### src/rtl/battle_pkg.sv
// Shared types and helpers for the battle front scanner.
package battle_pkg;

    localparam int unsigned TYPE_NONE = 0;

    typedef enum logic [1:0] {
        IDLE   = 2'd0,
        SCAN   = 2'd1,
        ADJUST = 2'd2,
        DONE   = 2'd3
    } state_e;

    // Select value that points at the tower rather than a unit slot.
    function automatic int unsigned tower_sel(input int unsigned num_slots);
        return num_slots;
    endfunction

endpackage

### src/rtl/battle_front_scan_if.sv
// Request/result bundle between a requester and battle_front_scan.
interface battle_front_scan_if #(
    parameter int unsigned NUM_SLOTS = 16,
    parameter int unsigned LOC_W     = 9,
    parameter int unsigned TYPE_W    = 2
);
    localparam int unsigned SEL_W = $clog2(NUM_SLOTS) + 1;

    logic                        Start;
    logic                        Ack;
    logic [NUM_SLOTS*LOC_W-1:0]  unitLocs;
    logic [NUM_SLOTS*LOC_W-1:0]  enemyLocs;
    logic [NUM_SLOTS*TYPE_W-1:0] unitTypes;
    logic [NUM_SLOTS*TYPE_W-1:0] enemyTypes;
    logic [LOC_W-1:0]            friendlyFront;
    logic [LOC_W-1:0]            enemyFront;
    logic [SEL_W-1:0]            unitDamageSelect;
    logic [SEL_W-1:0]            enemyDamageSelect;
    logic [SEL_W-1:0]            unitCount;
    logic [SEL_W-1:0]            enemyCount;
    logic                        contact;
    logic                        Done;

    modport master (
        output Start, Ack, unitLocs, enemyLocs, unitTypes, enemyTypes,
        input  friendlyFront, enemyFront, unitDamageSelect, enemyDamageSelect,
               unitCount, enemyCount, contact, Done
    );

    modport slave (
        input  Start, Ack, unitLocs, enemyLocs, unitTypes, enemyTypes,
        output friendlyFront, enemyFront, unitDamageSelect, enemyDamageSelect,
               unitCount, enemyCount, contact, Done
    );

endinterface

### src/rtl/front_slot_mux.sv
// Picks one slot's location and type out of a packed per-side bus.
module front_slot_mux #(
    parameter int unsigned NUM_SLOTS = 16,
    parameter int unsigned LOC_W     = 9,
    parameter int unsigned TYPE_W    = 2,
    localparam int unsigned IDX_W    = $clog2(NUM_SLOTS)
) (
    input  logic [NUM_SLOTS*LOC_W-1:0]  locs,
    input  logic [NUM_SLOTS*TYPE_W-1:0] types,
    input  logic [IDX_W-1:0]            idx,
    output logic [LOC_W-1:0]            loc_c,
    output logic [TYPE_W-1:0]           type_c
);

    always_comb begin
        loc_c  = '0;
        type_c = '0;
        for (int unsigned i = 0; i < NUM_SLOTS; i++) begin
            if (idx == IDX_W'(i)) begin
                loc_c  = locs[i*LOC_W +: LOC_W];
                type_c = types[i*TYPE_W +: TYPE_W];
            end
        end
    end

endmodule

### src/rtl/battle_front_scan.sv
// Scans both armies one slot per cycle to find each side's front and its contact state.
// Define BATTLE_FRONT_COUNT_EN to enable the live-unit counters.
module battle_front_scan
    import battle_pkg::*;
#(
    parameter int unsigned NUM_SLOTS = 16,
    parameter int unsigned LOC_W     = 9,
    parameter int unsigned TYPE_W    = 2,
    parameter int unsigned MARGIN    = 10
) (
    input  logic              clk,
    input  logic              rst,
    battle_front_scan_if.slave bus
);

    localparam int unsigned SEL_W = $clog2(NUM_SLOTS) + 1;
    localparam int unsigned IDX_W = SEL_W - 1;
    localparam logic [SEL_W-1:0] TOWER    = SEL_W'(tower_sel(NUM_SLOTS));
    localparam logic [SEL_W-1:0] SCAN_END = SEL_W'(NUM_SLOTS);
    localparam logic [LOC_W-1:0] LOC_ONES = '1;
    localparam logic [LOC_W:0]   MARGIN_X = (LOC_W+1)'(MARGIN);

    state_e state_q, state_d;

    logic [SEL_W-1:0] i_q, i_d;
    logic [LOC_W-1:0] friendly_front_q, friendly_front_d;
    logic [LOC_W-1:0] enemy_front_q, enemy_front_d;
    logic [SEL_W-1:0] unit_sel_q, unit_sel_d;
    logic [SEL_W-1:0] enemy_sel_q, enemy_sel_d;
    logic             contact_q, contact_d;
    logic             done_q, done_d;

    logic [LOC_W-1:0]  u_loc_c, e_loc_c;
    logic [TYPE_W-1:0] u_type_c, e_type_c;
    logic              u_live_c, e_live_c, scanning_c, start_ok_c;
    logic [LOC_W:0]    friendly_sub_c, enemy_add_c;
    logic [LOC_W-1:0]  friendly_adj_c, enemy_adj_c;

    front_slot_mux #(.NUM_SLOTS(NUM_SLOTS), .LOC_W(LOC_W), .TYPE_W(TYPE_W)) u_unit_mux (
        .locs   (bus.unitLocs),
        .types  (bus.unitTypes),
        .idx    (i_q[IDX_W-1:0]),
        .loc_c  (u_loc_c),
        .type_c (u_type_c)
    );

    front_slot_mux #(.NUM_SLOTS(NUM_SLOTS), .LOC_W(LOC_W), .TYPE_W(TYPE_W)) u_enemy_mux (
        .locs   (bus.enemyLocs),
        .types  (bus.enemyTypes),
        .idx    (i_q[IDX_W-1:0]),
        .loc_c  (e_loc_c),
        .type_c (e_type_c)
    );

    assign u_live_c   = (u_type_c != TYPE_W'(TYPE_NONE));
    assign e_live_c   = (e_type_c != TYPE_W'(TYPE_NONE));
    assign scanning_c = (state_q == SCAN) && (i_q != SCAN_END);
    assign start_ok_c = (state_q == IDLE) && bus.Start;

    // Margin adjust with one guard bit: borrow clamps to 0, carry clamps to all-ones.
    assign friendly_sub_c = {1'b0, friendly_front_q} - MARGIN_X;
    assign enemy_add_c    = {1'b0, enemy_front_q} + MARGIN_X;
    assign friendly_adj_c = friendly_sub_c[LOC_W] ? '0 : friendly_sub_c[LOC_W-1:0];
    assign enemy_adj_c    = enemy_add_c[LOC_W] ? LOC_ONES : enemy_add_c[LOC_W-1:0];

    always_ff @(posedge clk or posedge rst) begin
        if (rst) state_q <= IDLE;
        else     state_q <= state_d;
    end

    always_comb begin
        state_d = state_q;
        unique case (state_q)
            IDLE:    if (bus.Start) state_d = SCAN;
            SCAN:    if (i_q == SCAN_END) state_d = ADJUST;
            ADJUST:  state_d = DONE;
            DONE:    if (bus.Ack) state_d = IDLE;
            default: state_d = IDLE;
        endcase
    end

    always_comb begin
        i_d              = i_q;
        friendly_front_d = friendly_front_q;
        enemy_front_d    = enemy_front_q;
        unit_sel_d       = unit_sel_q;
        enemy_sel_d      = enemy_sel_q;
        contact_d        = contact_q;
        done_d           = (state_d == DONE);
        if (start_ok_c) begin
            i_d              = '0;
            friendly_front_d = LOC_ONES;
            enemy_front_d    = '0;
            unit_sel_d       = TOWER;
            enemy_sel_d      = TOWER;
            contact_d        = 1'b0;
        end else if (scanning_c) begin
            i_d = i_q + SEL_W'(1);
            // Strict compares keep the lowest index on ties.
            if (u_live_c && (u_loc_c < friendly_front_q)) begin
                friendly_front_d = u_loc_c;
                unit_sel_d       = i_q;
            end
            if (e_live_c && (e_loc_c > enemy_front_q)) begin
                enemy_front_d = e_loc_c;
                enemy_sel_d   = i_q;
            end
        end else if (state_q == ADJUST) begin
            friendly_front_d = friendly_adj_c;
            enemy_front_d    = enemy_adj_c;
            contact_d        = (enemy_adj_c >= friendly_adj_c);
        end
    end

    always_ff @(posedge clk or posedge rst) begin
        if (rst) begin
            i_q              <= '0;
            friendly_front_q <= LOC_ONES;
            enemy_front_q    <= '0;
            unit_sel_q       <= TOWER;
            enemy_sel_q      <= TOWER;
            contact_q        <= 1'b0;
            done_q           <= 1'b0;
        end else begin
            i_q              <= i_d;
            friendly_front_q <= friendly_front_d;
            enemy_front_q    <= enemy_front_d;
            unit_sel_q       <= unit_sel_d;
            enemy_sel_q      <= enemy_sel_d;
            contact_q        <= contact_d;
            done_q           <= done_d;
        end
    end

`ifdef BATTLE_FRONT_COUNT_EN
    logic [SEL_W-1:0] unit_cnt_q, unit_cnt_d;
    logic [SEL_W-1:0] enemy_cnt_q, enemy_cnt_d;

    always_comb begin
        unit_cnt_d  = unit_cnt_q;
        enemy_cnt_d = enemy_cnt_q;
        if (start_ok_c) begin
            unit_cnt_d  = '0;
            enemy_cnt_d = '0;
        end else if (scanning_c) begin
            if (u_live_c) unit_cnt_d  = unit_cnt_q + SEL_W'(1);
            if (e_live_c) enemy_cnt_d = enemy_cnt_q + SEL_W'(1);
        end
    end

    always_ff @(posedge clk or posedge rst) begin
        if (rst) begin
            unit_cnt_q  <= '0;
            enemy_cnt_q <= '0;
        end else begin
            unit_cnt_q  <= unit_cnt_d;
            enemy_cnt_q <= enemy_cnt_d;
        end
    end

    assign bus.unitCount  = unit_cnt_q;
    assign bus.enemyCount = enemy_cnt_q;
`else
    assign bus.unitCount  = '0;
    assign bus.enemyCount = '0;
`endif

    assign bus.friendlyFront     = friendly_front_q;
    assign bus.enemyFront        = enemy_front_q;
    assign bus.unitDamageSelect  = unit_sel_q;
    assign bus.enemyDamageSelect = enemy_sel_q;
    assign bus.contact           = contact_q;
    assign bus.Done              = done_q;

endmodule
### src/flat_wrapper.sv
// flat-port wrapper written by rule: the top's interface ports become plain ports
module battle_front_scan_flat import battle_pkg::*;
#(
    parameter int unsigned NUM_SLOTS = 16,
    parameter int unsigned LOC_W     = 9,
    parameter int unsigned TYPE_W    = 2,
    parameter int unsigned MARGIN    = 10
)
  (clk, rst, bus_Start, bus_Ack, bus_unitLocs, bus_enemyLocs, bus_unitTypes, bus_enemyTypes, bus_friendlyFront, bus_enemyFront, bus_unitDamageSelect, bus_enemyDamageSelect, bus_unitCount, bus_enemyCount, bus_contact, bus_Done);
  battle_front_scan_if #(.NUM_SLOTS(NUM_SLOTS), .LOC_W(LOC_W), .TYPE_W(TYPE_W)) bus_i ();
  input  logic clk;
  input  logic rst;
  input wire logic [$bits(bus_i.Start)-1:0] bus_Start;
  input wire logic [$bits(bus_i.Ack)-1:0] bus_Ack;
  input wire logic [$bits(bus_i.unitLocs)-1:0] bus_unitLocs;
  input wire logic [$bits(bus_i.enemyLocs)-1:0] bus_enemyLocs;
  input wire logic [$bits(bus_i.unitTypes)-1:0] bus_unitTypes;
  input wire logic [$bits(bus_i.enemyTypes)-1:0] bus_enemyTypes;
  output wire logic [$bits(bus_i.friendlyFront)-1:0] bus_friendlyFront;
  output wire logic [$bits(bus_i.enemyFront)-1:0] bus_enemyFront;
  output wire logic [$bits(bus_i.unitDamageSelect)-1:0] bus_unitDamageSelect;
  output wire logic [$bits(bus_i.enemyDamageSelect)-1:0] bus_enemyDamageSelect;
  output wire logic [$bits(bus_i.unitCount)-1:0] bus_unitCount;
  output wire logic [$bits(bus_i.enemyCount)-1:0] bus_enemyCount;
  output wire logic [$bits(bus_i.contact)-1:0] bus_contact;
  output wire logic [$bits(bus_i.Done)-1:0] bus_Done;
  assign bus_i.Start = bus_Start;
  assign bus_i.Ack = bus_Ack;
  assign bus_i.unitLocs = bus_unitLocs;
  assign bus_i.enemyLocs = bus_enemyLocs;
  assign bus_i.unitTypes = bus_unitTypes;
  assign bus_i.enemyTypes = bus_enemyTypes;
  assign bus_friendlyFront = bus_i.friendlyFront;
  assign bus_enemyFront = bus_i.enemyFront;
  assign bus_unitDamageSelect = bus_i.unitDamageSelect;
  assign bus_enemyDamageSelect = bus_i.enemyDamageSelect;
  assign bus_unitCount = bus_i.unitCount;
  assign bus_enemyCount = bus_i.enemyCount;
  assign bus_contact = bus_i.contact;
  assign bus_Done = bus_i.Done;
  battle_front_scan #(.NUM_SLOTS(NUM_SLOTS), .LOC_W(LOC_W), .TYPE_W(TYPE_W), .MARGIN(MARGIN)) u_core (.clk(clk), .rst(rst), .bus(bus_i));
endmodule
### config.mk
export PLATFORM = sky130hd
export DESIGN_NAME = battle_front_scan_flat
export DESIGN_NICKNAME = d
export VERILOG_FILES = /design/src/rtl/battle_pkg.sv /design/src/rtl/battle_front_scan_if.sv /design/src/rtl/front_slot_mux.sv /design/src/rtl/battle_front_scan.sv /design/src/flat_wrapper.sv
export SDC_FILE = /design/constraint.sdc
export NUM_CORES = 1
export LEC_CHECK = 0
export CORE_AREA = 2 2 152 154
export DETAILED_ROUTE_END_ITERATION = 16
export DIE_AREA = 0 0 154 156
export GPL_TIMING_DRIVEN = 0
export PLACE_DENSITY = 0.66
export SLEW_MARGIN = 20
export SYNTH_ARGS = -nofsm -noshare
export SYNTH_HDL_FRONTEND = slang
export SYNTH_SLANG_ARGS = --single-unit
### constraint.sdc
create_clock -name clk -period 5.15 [get_ports clk]
set_input_delay 0.7725 -clock clk [delete_from_list [all_inputs] [get_ports clk]]
set_output_delay 0.7725 -clock clk [all_outputs]
set_load 0.02 [all_outputs]
==> reports/summary.txt, run 1 <==
Cell Area, Placed - 10500 µm²
initial antenna violation count - 5
final WL - 42.9 mm
Port Buffer Count - 385
hold crit path type - register to register
top fanout value on the critical path - 10
vias in the first global route - 9287
Worst-Margin Slew - 1020 ps
chip height - 156 µm
Mean Syn Cell Area - 7.33 µm²
fill count - 2273
top_reg_cell synth - dfrtp_1
# rows - 55
Worst Hold Path EP - u_core.bus.enemyDamageSelect[4]
CTS H-Tree Depth - 2
critical path class - register to register
placer congestion estimate - 1.02
All-Layer GR Usage - 34.3%
Post-DRT Antenna Nets - 0
post-detail-place hpwl - 35.2 mm
yosys warns - 0
post-synthesis instance area - 6250 µm²
CTS tree - yes
Final Instance Count excl. Fillers - 1545
share of the synthesized area in the top cell type - 10.4%
DP Cell Count - 1532
PD cells - 631 nW/µm²
Combinational Power Share - 86.0%
drt first pass iters - 5
DIE WIDTH - 154 µm
Rel. slew slack - 31.6%
clock power share - 4.6%
root buf cell - clkbuf_16
worst skew pair latency - 290 ps
Max Fclk - 202 MHz
Die Area - 24000 µm²
final setup fails - 0
CTS Hold Bufs - 0
grt ovf - 0
sequential share of power - 9.4%
minimum hold slack - 508 ps
Worst R2R Path Depth - 21
Reg clk slew, reported paths - 70 ps
Remaining DRCs - 0
Critical R2R Capture - u_core.bus.enemyFront[3]
beginning of the worst hold path - u_core.bus.enemyDamageSelect[4]
Nets - 1644
Final Cell Area - 10800 µm²
Clock Skew - 6.41 ps
Worst setup SP type - register
max-cap viol count - 0
core area - 22400 µm²
r2r startpoint - u_core.i_q[0]
hold depth - 2
initial drt markers - 1116
final hold violation count - 0
Synth area leader - dfrtp_1
Crit. End Element - register
Clock Path Buffers - 2
clock sinks - 37
Post-synth ARST share - 100%
Final Cycle Share - 95.9%
Synth cell types - 76
sequential area share after synthesis - 15.0%
RSZ-0062 raised after global routing - false
LEAKAGE - 4.29 nW
share of post-route cells with drive strength above 1 - 8.51%
Internal - 0.00304 W
number of synthesized flops with an enable pin - 0
clock period minus worst slack - 4940 ps
Util after Layout - 48.1%
area delta synth->final - 72.3%
WL/cell - 27.8 µm
WP data arrival - 5120 ps
Initial Util - 27.9%
TritonCTS Buffers - 5
post-synthesis register bit count - 37
Slew Limit Fails - 0
Net Sw Frac - 55.3%
I/O pin total - 396
Worst Path Required - 5330 ps
status - finished clean
flop-to-flop setup slack - 210 ps
first-pass GRT wire length - 61.2 mm
switching power - 0.00376 W
Synth area leaders - dfrtp_1 10%, ha_1 6.4%, a21oi_1 5.1%
pin count of the biggest net entering global routing - 28
Cells after Synth - 852
Peak VDD IR - 0.000235 V
Via density - 6.05
DR vias - 9351
power groups by stage:
| stage | logic (W) | clock network [W] | registers [W] |
|---|---|---|---|
| floorplan | 0.00342 | 0 | 0.000723 |
| global placement | 0.00546 | 0 | 0.000635 |
| detailed placement | 0.00549 | 0 | 0.000636 |
| CTS | 0.00564 | 0.000313 | 0.000632 |
| global route | 0.00624 | 0.000325 | 0.000655 |
| finish | 0.00584 | 0.000314 | 0.000638 |
registers in the layout, summed over array words and instances, names as in the netlist:
name	count
u_core.bus.contact	1
u_core.bus.enemyDamageSelect	5
u_core.bus.Done	1
u_core.state_q	2
u_core.bus.enemyFront	9
u_core.bus.unitDamageSelect	5
u_core.bus.friendlyFront	9
u_core.i_q	5
final cells by class:
class / count / area (µm²) / area share (%)
multi-input combinational: 705 / 4820 / 44.8
timing repair buffer: 388 / 3890 / 36.1
sequential: 37 / 941 / 8.74
buffer: 88 / 492 / 4.57
tap: 285 / 357 / 3.31
clock buffer: 5 / 125 / 1.16
inverter: 31 / 116 / 1.08
clock inverter: 3 / 21.3 / 0.198
antenna: 3 / 7.51 / 0.0697
Yosys cell counts (6+ instances only):
library cell	count
nand2_1	78
a221oi_1	31
a21o_1	7
o211ai_1	18
nor2b_1	12
o2bb2ai_1	11
nand4_1	7
mux2i_1	14
o21ai_0	55
nand2b_1	18
buf_2	27
nor2_1	53
a211oi_1	19
dfstp_2	11
o21ai_1	8
o22ai_1	29
o21a_1	12
buf_4	14
a31oi_1	23
ha_1	32
nor3_1	11
o221ai_1	16
o31ai_1	6
xnor2_1	7
o211a_1	9
buf_1	7
buf_6	8
inv_1	27
a22oi_1	12
nand3_1	21
a21oi_1	64
and3_1	9
a221o_1	20
dfrtp_1	26
a22o_1	11
clkbuf_1	33
timing repair:
action | 4_1_cts | 5_1_grt
buffers inserted | 2 | 0
resized for setup | 3 | 22
pin swaps | 1 | 1
setup endpoints to repair | 14 | 28
cloned | 1 | 0
worst max-delay path by stage:
stage / from / endpoint / slack, ps / cells past startpoint
floorplan: u_core.i_q[1] / u_core.bus.enemyFront[6] / 1200 / 20
global placement: u_core.i_q[0] / u_core.bus.enemyFront[3] / -280 / 20
detailed placement: u_core.i_q[0] / u_core.bus.enemyFront[3] / -220 / 20
CTS: u_core.i_q[1] / u_core.bus.enemyFront[3] / 30 / 20
global route: u_core.i_q[0] / u_core.bus.enemyFront[5] / 30 / 17
finish: u_core.i_q[0] / u_core.bus.enemyFront[3] / 210 / 21
stage by stage:
stage | setup WS, ps | power (W) | TNS (ps)
after global placement | -276 | 0.00609 | -2830
final | 209 | 0.00679 | 0
after CTS | 29.4 | 0.00659 | 0
after detailed placement | -219 | 0.00613 | -2110
after floorplan | 1200 | 0.00414 | 0
after global routing | 26.8 | 0.00722 | 0
placed cells by master, fill, tap and decap left out, types with 21 or more instances in the layout:
| cell | synthesis | layout |
|---|---|---|
| a21oi_1 | 64 | 64 |
| a221oi_1 | 31 | 28 |
| a31oi_1 | 23 | 23 |
| buf_2 | 27 | 23 |
| clkbuf_1 | 33 | 30 |
| clkdlybuf4s50_1 | 0 | 385 |
| dfrtp_1 | 26 | 25 |
| ha_1 | 32 | 31 |
| inv_1 | 27 | 26 |
| nand2_1 | 78 | 78 |
| nand3_1 | 21 | 21 |
| nor2_1 | 53 | 52 |
| o21ai_0 | 55 | 51 |
| o22ai_1 | 29 | 29 |
routing by layer:
layer	share of wire, %	global-route usage (%)
met5	0.077	0
met4	3.9	11.3
met3	9.9	6.22
met2	45	56.8
met1	41	45.0
cells by family after synthesis:
| logic type | synth area share (%) |
|---|---|
| AND/OR/NAND/NOR | 18.7 |
| AO/OA/AOI/OAI | 45.4 |
| other | 0.0600 |
| multiplexers | 3.74 |
| buffers and inverters | 9.55 |
| adder cells (fa/ha/maj) | 6.41 |
| XOR/XNOR | 1.12 |
| flip-flops | 15.0 |
critical path: stages, from the launching register on:
cell and delay (ps):
dfrtp_2 430, inv_1 110, ha_1 250, buf_6 160
buf_2 210, clkbuf_2 270, buf_2 280, a221oi_1 270
o22ai_1 160, a221oi_2 370, o21ai_1 200, nand2_1 110
nand2_1 60, ha_1 290, nand2_1 80, a211oi_1 170
o21ai_1 160, a2111oi_4 360, buf_4 200, o41ai_4 160
nand2_4 210, mux2_4 310
Note: power is estimated with default switching activity, not from simulation.
==> run 2: changes to the inputs <==
--- a/config.mk
+++ b/config.mk
@@ -8,8 +8,8 @@
 export CORE_AREA = 2 2 152 154
 export DETAILED_ROUTE_END_ITERATION = 16
 export DIE_AREA = 0 0 154 156
-export GPL_TIMING_DRIVEN = 0
 export PLACE_DENSITY = 0.66
+export SKIP_LAST_GASP = 1
 export SLEW_MARGIN = 20
 export SYNTH_ARGS = -nofsm -noshare
 export SYNTH_HDL_FRONTEND = slang
==> reports/summary.txt, run 2 (same netlist as run 1, synthesis figures left out) <==
top fanout value on the critical path - 40
WL/cell - 26.8 µm
root buf cell - clkbuf_16
post-detail-place hpwl - 33.0 mm
pre-CTS WS - -134 ps
Critical R2R Capture - u_core.bus.enemyFront[1]
CTS Hold Bufs - 0
Worst-Margin Slew - 1210 ps
final setup fails - 0
final WL - 40.6 mm
Max Fclk - 204 MHz
status - finished clean
max-cap viol count - 0
Nets - 1610
I/O pin total - 396
fill count - 2220
core area - 22400 µm²
share of post-route cells with drive strength above 1 - 8.59%
Max stage delay cell, worst path - or4_1
commonest non-fill, non-tap cell in the layout - clkdlybuf4s50_1
RSZ-0062 raised after global routing - false
Total Power - 0.00665 W
Worst Hold Path EP - u_core.bus.enemyDamageSelect[2]
Via density - 6.09
Rel. slew slack - 19.1%
Worst setup SP type - register
family with the most delay on the worst path - compound AO/OA/AOI/OAI gates
Clock Skew - 3.33 ps
clock period minus worst slack - 4910 ps
Die Area - 24000 µm²
LEAKAGE - 4.27 nW
PD cells - 619 nW/µm²
r2r startpoint - u_core.i_q[0]
final worst setup slack - 240 ps
first-pass GRT wire length - 58.3 mm
CP cell instances - inv_1, ha_2, buf_12, inv_2, o21a_1, a221oi_1, a21oi_1, o31ai_2, nand2_1, ha_1, or4_1, o21ai_0, a2111oi_4, buf_4, o41ai_4, nand2_4, mux2_4
Worst Path Required - 5320 ps
hold depth - 2
TritonCTS Buffers - 5
hold crit path type - register to register
beginning of the worst hold path - u_core.bus.enemyDamageSelect[2]
Crit. End Element - register
placer congestion estimate - 0.976
max incr delay on CP - 510 ps
clock sinks - 37
Initial Util - 27.9%
DP Cell Count - 1496
DR vias - 9215
initial antenna violation count - 4
Post-DRT Antenna Nets - 0
# rows - 55
Reg clk slew, reported paths - 60 ps
Peak VDD IR - 0.000240 V
Slew Limit Fails - 0
grt ovf - 0
CTS H-Tree Depth - 2
Clock Path Buffers - 2
Remaining DRCs - 0
vias in the first global route - 8938
Port Buffer Count - 385
All-Layer GR Usage - 32.0%
DIE WIDTH - 154 µm
drt first pass iters - 5
Final Cycle Share - 95.3%
flop-to-flop setup slack - 240 ps
initial drt markers - 1014
worst skew pair latency - 280 ps
Final Instance Count excl. Fillers - 1512
critical path class - register to register
chip height - 156 µm
area delta synth->final - 71.8%
commonest cells after routing, fill and taps aside - 385 x clkdlybuf4s50_1, 78 x nand2_1, 64 x a21oi_1
Worst R2R Path Depth - 17
buffers and inverters on the worst path - 4
minimum hold slack - 505 ps
CTS tree - yes
final hold violation count - 0
pin count of the biggest net entering global routing - 41
WP data arrival - 5080 ps
-- run 2: cell count changes in the layout (fill, tap and decap cells not counted), sizes merged --
cell	delta
clkinvlp	-1
inv	-1
diode	+1
clkbuf	-37
buf	+4
bufinv	+1
-- run 2: stage by stage --
step / instance area [µm²] / setup TNS (ps) / utilization [%]
floorplan: 6280 / 0 / -
global placement: 10500 / -1020 / 46.9
detailed placement: 10500 / -784 / 46.9
CTS: 10700 / 0 / 47.7
global route: 10700 / 0 / 48.0
finish: 10700 / 0 / 48.0
-- run 2: metal layers --
layer,up-vias,GRT usage [%],part of all wire (%)
li1,4074,-,-
met1,4441,42.2,41
met2,621,53.8,46
met3,79,5.61,9.7
met4,0,8.99,3.3
met5,-,0,0
-- run 2: layout make-up --
| class | count | area [µm²] | area share [%] |
|---|---|---|---|
| Inverter | 31 | 116 | 1.08 |
| Timing Repair Buffer | 442 | 4330 | 40.3 |
| Tap cell | 285 | 357 | 3.32 |
| Multi-Input combinational cell | 705 | 4820 | 44.8 |
| Clock inverter | 2 | 38.8 | 0.361 |
| Sequential cell | 37 | 940 | 8.75 |
| Clock buffer | 6 | 129 | 1.20 |
| Antenna cell | 4 | 10.0 | 0.0932 |
-- run 2: how the worst max path moves through the flow --
stage          depth (start not counted)                       end  slack, ps     startpoint
2_1_floorplan                         20  u_core.bus.enemyFront[6]       1200  u_core.i_q[1]
3_3_place_gp                          17  u_core.bus.enemyFront[3]       -160  u_core.i_q[0]
3_5_place_dp                          17  u_core.bus.enemyFront[6]       -130  u_core.i_q[0]
4_1_cts                               17  u_core.bus.enemyFront[1]         40  u_core.i_q[0]
5_1_grt                               18  u_core.bus.enemyFront[3]         60  u_core.i_q[0]
6_report                              17  u_core.bus.enemyFront[1]        240  u_core.i_q[0]
-- run 2: what timing repair did --
item / 4_1_cts / 5_1_grt
buffers inserted: 1 / 2
cloned: 0 / 1
gates resized for setup: 1 / 5
endpoints found under the hold margin: 0 / 0
setup endpoints to repair: 9 / 18
pin swaps: 0 / 2
-- run 2: worst register-to-register path: stages, from the launching register on --
cell	delay [ps]
dfrtp_1	460
inv_1	180
ha_2	340
buf_12	260
inv_2	260
o21a_1	260
a221oi_1	370
a21oi_1	190
o31ai_2	380
nand2_1	120
ha_1	210
or4_1	510
o21ai_0	300
a2111oi_4	110
buf_4	190
o41ai_4	110
nand2_4	200
mux2_4	330
-- run 2: power breakdown --
group	internal [W]	switching [W]	total, W
logic	0.00238	0.00324	0.00562
clock network	0.000229	0.000124	0.000354
registers	0.000480	0.000196	0.000676
